File: config.mk
export PLATFORM = sky130hd
export DESIGN_NAME = lpf_avg_sequencer
export DESIGN_NICKNAME = d
export VERILOG_FILES = /design/src/rtl/lpf_pkg.sv /design/src/rtl/lpf_seq_divider.sv /design/src/rtl/lpf_avg_sequencer.sv
export SDC_FILE = /design/constraint.sdc
export NUM_CORES = 2
export LEC_CHECK = 0
export ABC_AREA = 1
export CORE_UTILIZATION = 40
export CTS_CLUSTER_DIAMETER = 40
export DETAILED_ROUTE_END_ITERATION = 8
export PLACE_DENSITY_LB_ADDON = 0.25
export SYNTH_ARGS = -nofsm -noshare
export SYNTH_HDL_FRONTEND = slang
export SYNTH_SLANG_ARGS = --single-unit
File: constraint.sdc
create_clock -name Clock -period 9.4 [get_ports Clock]
set_input_delay 1.41 -clock Clock [delete_from_list [all_inputs] [get_ports Clock]]
set_output_delay 1.41 -clock Clock [all_outputs]
set_load 0.02 [all_outputs]
File: src/rtl/lpf_pkg.sv
// Shared types and helpers for the IMU moving-average low-pass filter.
package lpf_pkg;

    typedef enum logic [2:0] {IDLE, RD, UPD, DIV, WR, PUB} state_t;
    typedef enum logic [1:0] {AX_X, AX_Y, AX_Z} axis_t;

    // Smallest width that holds a full window of maximum-valued samples.
    function automatic int sum_width(input int len, input int dw);
        return $clog2(len * ((1 << dw) - 1) + 1);
    endfunction

endpackage

File: src/rtl/lpf_seq_divider.sv
// Unsigned restoring divider by a constant; one quotient bit per cycle,
// done is high in the SUM_W-th cycle after the start cycle.
module lpf_seq_divider #(
    parameter int SUM_W   = 17,
    parameter int DIVISOR = 67,
    parameter int Q_W     = 10
) (
    input  logic             Clock,
    input  logic             nReset,
    input  logic             start,
    input  logic [SUM_W-1:0] dividend,
    output logic             done,
    output logic [Q_W-1:0]   quotient
);

    localparam int CNT_W = $clog2(SUM_W + 1);
    localparam logic [SUM_W:0] DIV_V = (SUM_W + 1)'(DIVISOR);

    logic [SUM_W-1:0] rem_q, rem_d, quo_q, quo_d;
    logic [SUM_W-1:0] src_rem, src_quo;
    logic [SUM_W:0]   trial;
    logic [CNT_W-1:0] cnt_q, cnt_d;
    logic             busy_q, busy_d;
    logic             ge, step;

    assign done     = busy_q && (cnt_q == CNT_W'(SUM_W));
    assign quotient = quo_q[Q_W-1:0];

    // The start cycle already retires the first bit, so the last bit lands
    // in the register just as done is raised.
    always_comb begin
        src_rem = start ? '0 : rem_q;
        src_quo = start ? dividend : quo_q;
        trial   = {src_rem, src_quo[SUM_W-1]};
        ge      = (trial >= DIV_V);
        step    = start || (busy_q && !done);
        rem_d   = rem_q;
        quo_d   = quo_q;
        cnt_d   = cnt_q;
        busy_d  = busy_q;
        if (step) begin
            rem_d  = ge ? (trial[SUM_W-1:0] - DIV_V[SUM_W-1:0]) : trial[SUM_W-1:0];
            quo_d  = {src_quo[SUM_W-2:0], ge};
            cnt_d  = start ? CNT_W'(1) : cnt_q + CNT_W'(1);
            busy_d = 1'b1;
        end else if (done) begin
            busy_d = 1'b0;
        end
    end

    always_ff @(posedge Clock or negedge nReset) begin
        if (!nReset) begin
            rem_q  <= '0;
            quo_q  <= '0;
            cnt_q  <= '0;
            busy_q <= 1'b0;
        end else begin
            rem_q  <= rem_d;
            quo_q  <= quo_d;
            cnt_q  <= cnt_d;
            busy_q <= busy_d;
        end
    end

endmodule

File: src/rtl/lpf_avg_sequencer.sv
// Moving-average low-pass filter for 3-axis accel samples: running sums per
// axis, one shared sequential divider, one filtered triple per accepted sample.
module lpf_avg_sequencer
    import lpf_pkg::*;
#(
    parameter int FILTER_LEN = 67,
    parameter int DATA_W     = 10
) (
    input  logic              Clock,
    input  logic              nReset,
    input  logic              SampleValid,
    output logic              SampleReady,
    input  logic [DATA_W-1:0] AccelX,
    input  logic [DATA_W-1:0] AccelY,
    input  logic [DATA_W-1:0] AccelZ,
    input  logic              ClearOverrun,
    output logic [DATA_W-1:0] AccelXOut,
    output logic [DATA_W-1:0] AccelYOut,
    output logic [DATA_W-1:0] AccelZOut,
    output logic              OutValid,
    output logic              Primed,
    output logic              Overrun
);

    localparam int SUM_W  = sum_width(FILTER_LEN, DATA_W);
    localparam int PTR_W  = $clog2(FILTER_LEN);
    localparam int CNT_W  = $clog2(FILTER_LEN + 1);
    localparam int WORD_W = 3 * DATA_W;

    state_t            state_q, state_d;
    axis_t             axis_q, axis_d;
    logic [WORD_W-1:0] sample_q, sample_d;
    logic [WORD_W-1:0] old_word_q;
    logic [WORD_W-1:0] mem [FILTER_LEN];
    logic [SUM_W-1:0]  sum_q [3];
    logic [SUM_W-1:0]  sum_d [3];
    logic [DATA_W-1:0] res_q [3];
    logic [DATA_W-1:0] res_d [3];
    logic [DATA_W-1:0] out_q [3];
    logic [DATA_W-1:0] out_d [3];
    logic              out_valid_q, out_valid_d;
    logic              primed_q, primed_d;
    logic              overrun_q, overrun_d;
    logic [PTR_W-1:0]  wr_ptr_q, wr_ptr_d;
    logic [CNT_W-1:0]  count_q, count_d;

    logic [DATA_W-1:0] new_val, old_val;
    logic [SUM_W-1:0]  upd_sum;
    logic              div_start, div_done;
    logic [DATA_W-1:0] div_quo;

    assign SampleReady = (state_q == IDLE);
    assign AccelXOut   = out_q[AX_X];
    assign AccelYOut   = out_q[AX_Y];
    assign AccelZOut   = out_q[AX_Z];
    assign OutValid    = out_valid_q;
    assign Primed      = primed_q;
    assign Overrun     = overrun_q;
    assign div_start   = (state_q == UPD);

    // Until the window has filled, the RAM slot being replaced holds stale data.
    always_comb begin
        new_val = sample_q[int'(axis_q) * DATA_W +: DATA_W];
        old_val = (count_q == CNT_W'(FILTER_LEN)) ? old_word_q[int'(axis_q) * DATA_W +: DATA_W] : '0;
        upd_sum = sum_q[axis_q] + SUM_W'(new_val) - SUM_W'(old_val);
    end

    lpf_seq_divider #(
        .SUM_W   (SUM_W),
        .DIVISOR (FILTER_LEN),
        .Q_W     (DATA_W)
    ) u_div (
        .Clock    (Clock),
        .nReset   (nReset),
        .start    (div_start),
        .dividend (upd_sum),
        .done     (div_done),
        .quotient (div_quo)
    );

    always_ff @(posedge Clock) begin
        if (state_q == WR) mem[wr_ptr_q] <= sample_q;
        if (state_q == RD) old_word_q <= mem[wr_ptr_q];
    end

    always_comb begin
        state_d     = state_q;
        axis_d      = axis_q;
        sample_d    = sample_q;
        sum_d       = sum_q;
        res_d       = res_q;
        out_d       = out_q;
        out_valid_d = 1'b0;
        primed_d    = primed_q;
        overrun_d   = overrun_q;
        wr_ptr_d    = wr_ptr_q;
        count_d     = count_q;

        if (ClearOverrun) overrun_d = 1'b0;
        if (SampleValid && state_q != IDLE) overrun_d = 1'b1;

        case (state_q)
            IDLE: begin
                if (SampleValid) begin
                    sample_d = {AccelZ, AccelY, AccelX};
                    axis_d   = AX_X;
                    state_d  = RD;
                end
            end
            RD:  state_d = UPD;
            UPD: begin
                sum_d[axis_q] = upd_sum;
                state_d       = DIV;
            end
            DIV: begin
                if (div_done) begin
                    res_d[axis_q] = div_quo;
                    if (axis_q == AX_Z) begin
                        state_d = WR;
                    end else begin
                        axis_d  = axis_t'(axis_q + 2'd1);
                        state_d = UPD;
                    end
                end
            end
            WR: begin
                wr_ptr_d = (wr_ptr_q == PTR_W'(FILTER_LEN - 1)) ? '0 : wr_ptr_q + PTR_W'(1);
                if (count_q != CNT_W'(FILTER_LEN)) count_d = count_q + CNT_W'(1);
                if (count_d == CNT_W'(FILTER_LEN)) primed_d = 1'b1;
                state_d = PUB;
            end
            PUB: begin
                out_d       = res_q;
                out_valid_d = 1'b1;
                state_d     = IDLE;
            end
            default: state_d = IDLE;
        endcase
    end

    always_ff @(posedge Clock or negedge nReset) begin
        if (!nReset) begin
            state_q     <= IDLE;
            axis_q      <= AX_X;
            sample_q    <= '0;
            out_valid_q <= 1'b0;
            primed_q    <= 1'b0;
            overrun_q   <= 1'b0;
            wr_ptr_q    <= '0;
            count_q     <= '0;
            for (int i = 0; i < 3; i++) begin
                sum_q[i] <= '0;
                res_q[i] <= '0;
                out_q[i] <= '0;
            end
        end else begin
            state_q     <= state_d;
            axis_q      <= axis_d;
            sample_q    <= sample_d;
            out_valid_q <= out_valid_d;
            primed_q    <= primed_d;
            overrun_q   <= overrun_d;
            wr_ptr_q    <= wr_ptr_d;
            count_q     <= count_d;
            sum_q       <= sum_d;
            res_q       <= res_d;
            out_q       <= out_d;
        end
    end

endmodule
==> flow_summary.toml <==
[synth]
synth_top_family_by_area = "simple AND/OR/NAND/NOR gates"
synth_xor_xnor_area_share_pct = 0.1505
synth_cells = 6799
synth.avg_cell_area_um2 = 12.84
yosys.area_share.simple_pct = 14.81
syn_nets = 6869
syn_area_um2 = 87280
synth_cell_types = 53
yosys_warnings = 0
yosysSeqAreaShare_pct = 76.00
synth.area.mux_share_pct = 0.3870
synthAdderAreaFrac_pct = 0.6021
async_reset_ff_share_pct = 9.050
ys_ff_latch = 2243
synth-edff-count = 2040
synth_compound_area_share_pct = 5.502
synth_ff_type = "edfxtp_1"

[pwr]
seq_power_share_pct = 48.9
power_switching_mw = 4.362
power_density_nw_per_um2 = 215.5
ir_worst_vdd_mv = 0.1286
combPwrFrac_pct = 0.2
intPower_mw = 17.57
p_clk_share_pct = 50.9
p_leak_nw = 32.27
switching_share_pct = 19.89
totalPowerFinal_mw = 21.94

[final_layout]
final_nets = 7084
fin_util_pct = 46.92
final_common_cell = "nand2_1"
syn_to_final_growth_pct = 16.63
final_cell_mix = "nand2_1 (2377), edfxtp_1 (2040), clkbuf_16 (305)"
drive_above_1_share_pct = 11.12

[worst_setup_path]
worstSetupPathType = "reg2reg"
reg2reg_depth = 12
r2r_end = "old_word_q[15]$_DFFE_PP_"
cp-startpoint = "wr_ptr_q[2]$_DFFE_PN0P_"
end_kind = "register"
crit_end = "old_word_q[15]$_DFFE_PP_"
critPathLaunchType = "register"
cp_data_arrival_time_ns = 5.89
r2r_slack_ns = 4.16
worst-endpoint-required_ns = 10.05
cp_max_fo = 68
reg2reg_from = "wr_ptr_q[2]$_DFFE_PN0P_"

[timing]
fmax_mhz = 190.7
max-slew-margin-rel_pct = 14.54
worst_slew_pin_slew_ns = 1.279
grt_setup_unrepaired = "no"
drv_slew = 0
period_share_pct = 55.78
final_hold_viol_count = 0
timing.hold.ws_ns = 0.4660
tns_ns = 0
setup_slack_ns = 4.156
setup-violations-final = 0
clock_skew_ns = 0.06371
period_minus_slack_ns = 5.244

[grt]
grt_antenna_before_repair = 11
grt_usage_pct = 24.57
grt_pass1_wl_um = 387900
overflow = 0
grt_pass1_vias = 53281
grt_max_degree = 118

[detailed_routing]
routed_via_density = 5.576
drcViolationCount = 0
postRouteAntennaNets = 0
routedWlPerCell_um = 27.09
vias = 56266
wirelength_um = 273300
first_pass_iters = 6
drt_iter0_markers = 6858

[clocking]
clk_pin_slew_ns = 0.06
cts_resized = 0
cts_made_buffers = 299
clockBufferDepth = 4
tritoncts = "yes"
hold_buffers = 0
clockRootBuffer = "clkbuf_16"
post_cts_buffers = 0
htreeDepth = 5
cts_num_sinks = 2243
insertion_delay_ns = 0.92

[die]
row_count = 171
chipWidth_um = 469.1
core-area_um2 = 217000
ios = 68
initial_core_util_pct = 40.23
die-area_um2 = 220100
fp.dieH_um = 469.1

[place]
numPortBuffers = 67
place_ws_ns = 4.383
dp_hpwl_um = 154600
gp_congestion = 0.8987

[min_path]
hp-start = "AccelXOut[4]$_DFFE_PN0P_"
hold_path.class = "reg2reg"

[status]
status = "finished, final reports clean"

[run]
cap_violations = 0
logic make-up after synthesis:
| kind of cell | after synthesis |
|---|---|
| adders and majority gates | 36 |
| and+or+nand+nor | 3146 |
| muxes | 30 |
| AOI/OAI and AO/OA | 800 |
| DFF | 2243 |
| buffers and inverters | 529 |
| xor gates and xnor gates | 15 |
per-stage QoR:
stage               cells  area [um^2]
floorplan            6799        87280
global placement     9567        92050
finish              10091       101800
global route        10086       101800
detailed placement   9567        92050
CTS                 10086       101800
synthesized netlist by cell type (4+ instances only):
| cell | number | area share, % |
|---|---|---|
| nand2_1 | 2377 | 10 |
| edfxtp_1 | 2040 | 70 |
| o21ai_0 | 289 | 1.7 |
| nand4_1 | 257 | 1.8 |
| nor2_1 | 245 | 1.1 |
| dfrtp_1 | 203 | 5.8 |
| inv_1 | 194 | 0.83 |
| nand3_1 | 194 | 1.1 |
| a21oi_1 | 187 | 1.1 |
| a22oi_1 | 181 | 1.6 |
| buf_2 | 157 | 0.90 |
| clkbuf_1 | 132 | 0.57 |
| mux2_2 | 30 | 0.39 |
| o21ai_1 | 28 | 0.16 |
| ha_1 | 26 | 0.37 |
| a2bb2oi_1 | 21 | 0.21 |
| o211ai_1 | 21 | 0.18 |
| buf_1 | 17 | 0.073 |
| or2_2 | 17 | 0.12 |
| nand3b_1 | 15 | 0.13 |
| nor3_1 | 14 | 0.080 |
| inv_2 | 13 | 0.056 |
| xor2_1 | 11 | 0.11 |
| fa_1 | 10 | 0.23 |
| o2111ai_1 | 10 | 0.10 |
| a211oi_1 | 8 | 0.069 |
| clkinv_1 | 8 | 0.034 |
| nor2_2 | 8 | 0.057 |
| o21a_1 | 8 | 0.069 |
| a22o_1 | 6 | 0.060 |
| a31oi_1 | 6 | 0.043 |
| o221ai_1 | 6 | 0.060 |
| o22ai_1 | 6 | 0.043 |
| o2bb2ai_1 | 6 | 0.060 |
| buf_4 | 5 | 0.043 |
| a32oi_1 | 4 | 0.040 |
| nand2_2 | 4 | 0.029 |
| o21bai_1 | 4 | 0.034 |
| xnor2_1 | 4 | 0.040 |
power by group through the flow:
stage                     Combinational (mW)  Sequential, mW  Clock (mW)
after global placement                0.0373            10.9           0
after global routing                  0.0403            10.7        11.7
final                                 0.0362            10.7        11.2
after CTS                             0.0379            10.7        11.3
after detailed placement              0.0376            10.9           0
after floorplan                     0.000419            10.9           0
worst max-delay path, stage by stage (launching register included):
cell     delay (ns)
dfrtp_2        0.67
buf_4          0.40
inv_2          0.07
nand3_2        0.23
inv_8          0.27
buf_4          0.46
buf_4          0.51
nand2_1        0.17
nand4_1        0.09
o21ai_0        0.60
o21ai_0        0.46
nor2_1         0.70
nand3_1        0.14
state kept, by name, indices dropped and copies added (netlist names):
name	flops
sample_q	30
wr_ptr_q	7
mem	2010
u_div.busy_q	1
count_q	7
u_div.quo_q	17
state_q	3
u_div.cnt_q	5
AccelXOut	10
u_div.rem_q	17
Overrun	1
sum_q	51
old_word_q	30
OutValid	1
axis_q	2
AccelZOut	10
AccelYOut	10
Primed	1
res_q	30
final cells by class:
type | instances | area (um^2)
Tap cell | 2854 | 3571
Timing Repair Buffer | 228 | 1983
Multi-Input combinational cell | 4027 | 19280
Fill cell | 19023 | 115200
Sequential cell | 2243 | 66380
Inverter | 215 | 833.3
Clock inverter | 181 | 1937
Antenna cell | 5 | 12.51
Clock buffer | 338 | 7796
worst min-delay path by stage:
stage | endpoint | cells after the start
after floorplan | sum_q[45]$_DFFE_PN0P_ | 2
after global placement | AccelYOut[2]$_DFFE_PN0P_ | 2
after detailed placement | AccelXOut[1]$_DFFE_PN0P_ | 2
after CTS | AccelXOut[1]$_DFFE_PN0P_ | 2
after global routing | AccelZOut[4]$_DFFE_PN0P_ | 2
final | AccelXOut[4]$_DFFE_PN0P_ | 2
per-layer routing:
metal  track usage (%)  wire [um]  part of all wire (%)  vias up
met2             37.88     123400                    45     2830
met5                 0         37                 0.014        -
met3             4.712      25690                   9.4      548
li1                  -          -                     -    24672
met1             33.93     111500                    41    28210
met4             10.70      12710                   4.7        6
Note: power is estimated with default switching activity, not from simulation.
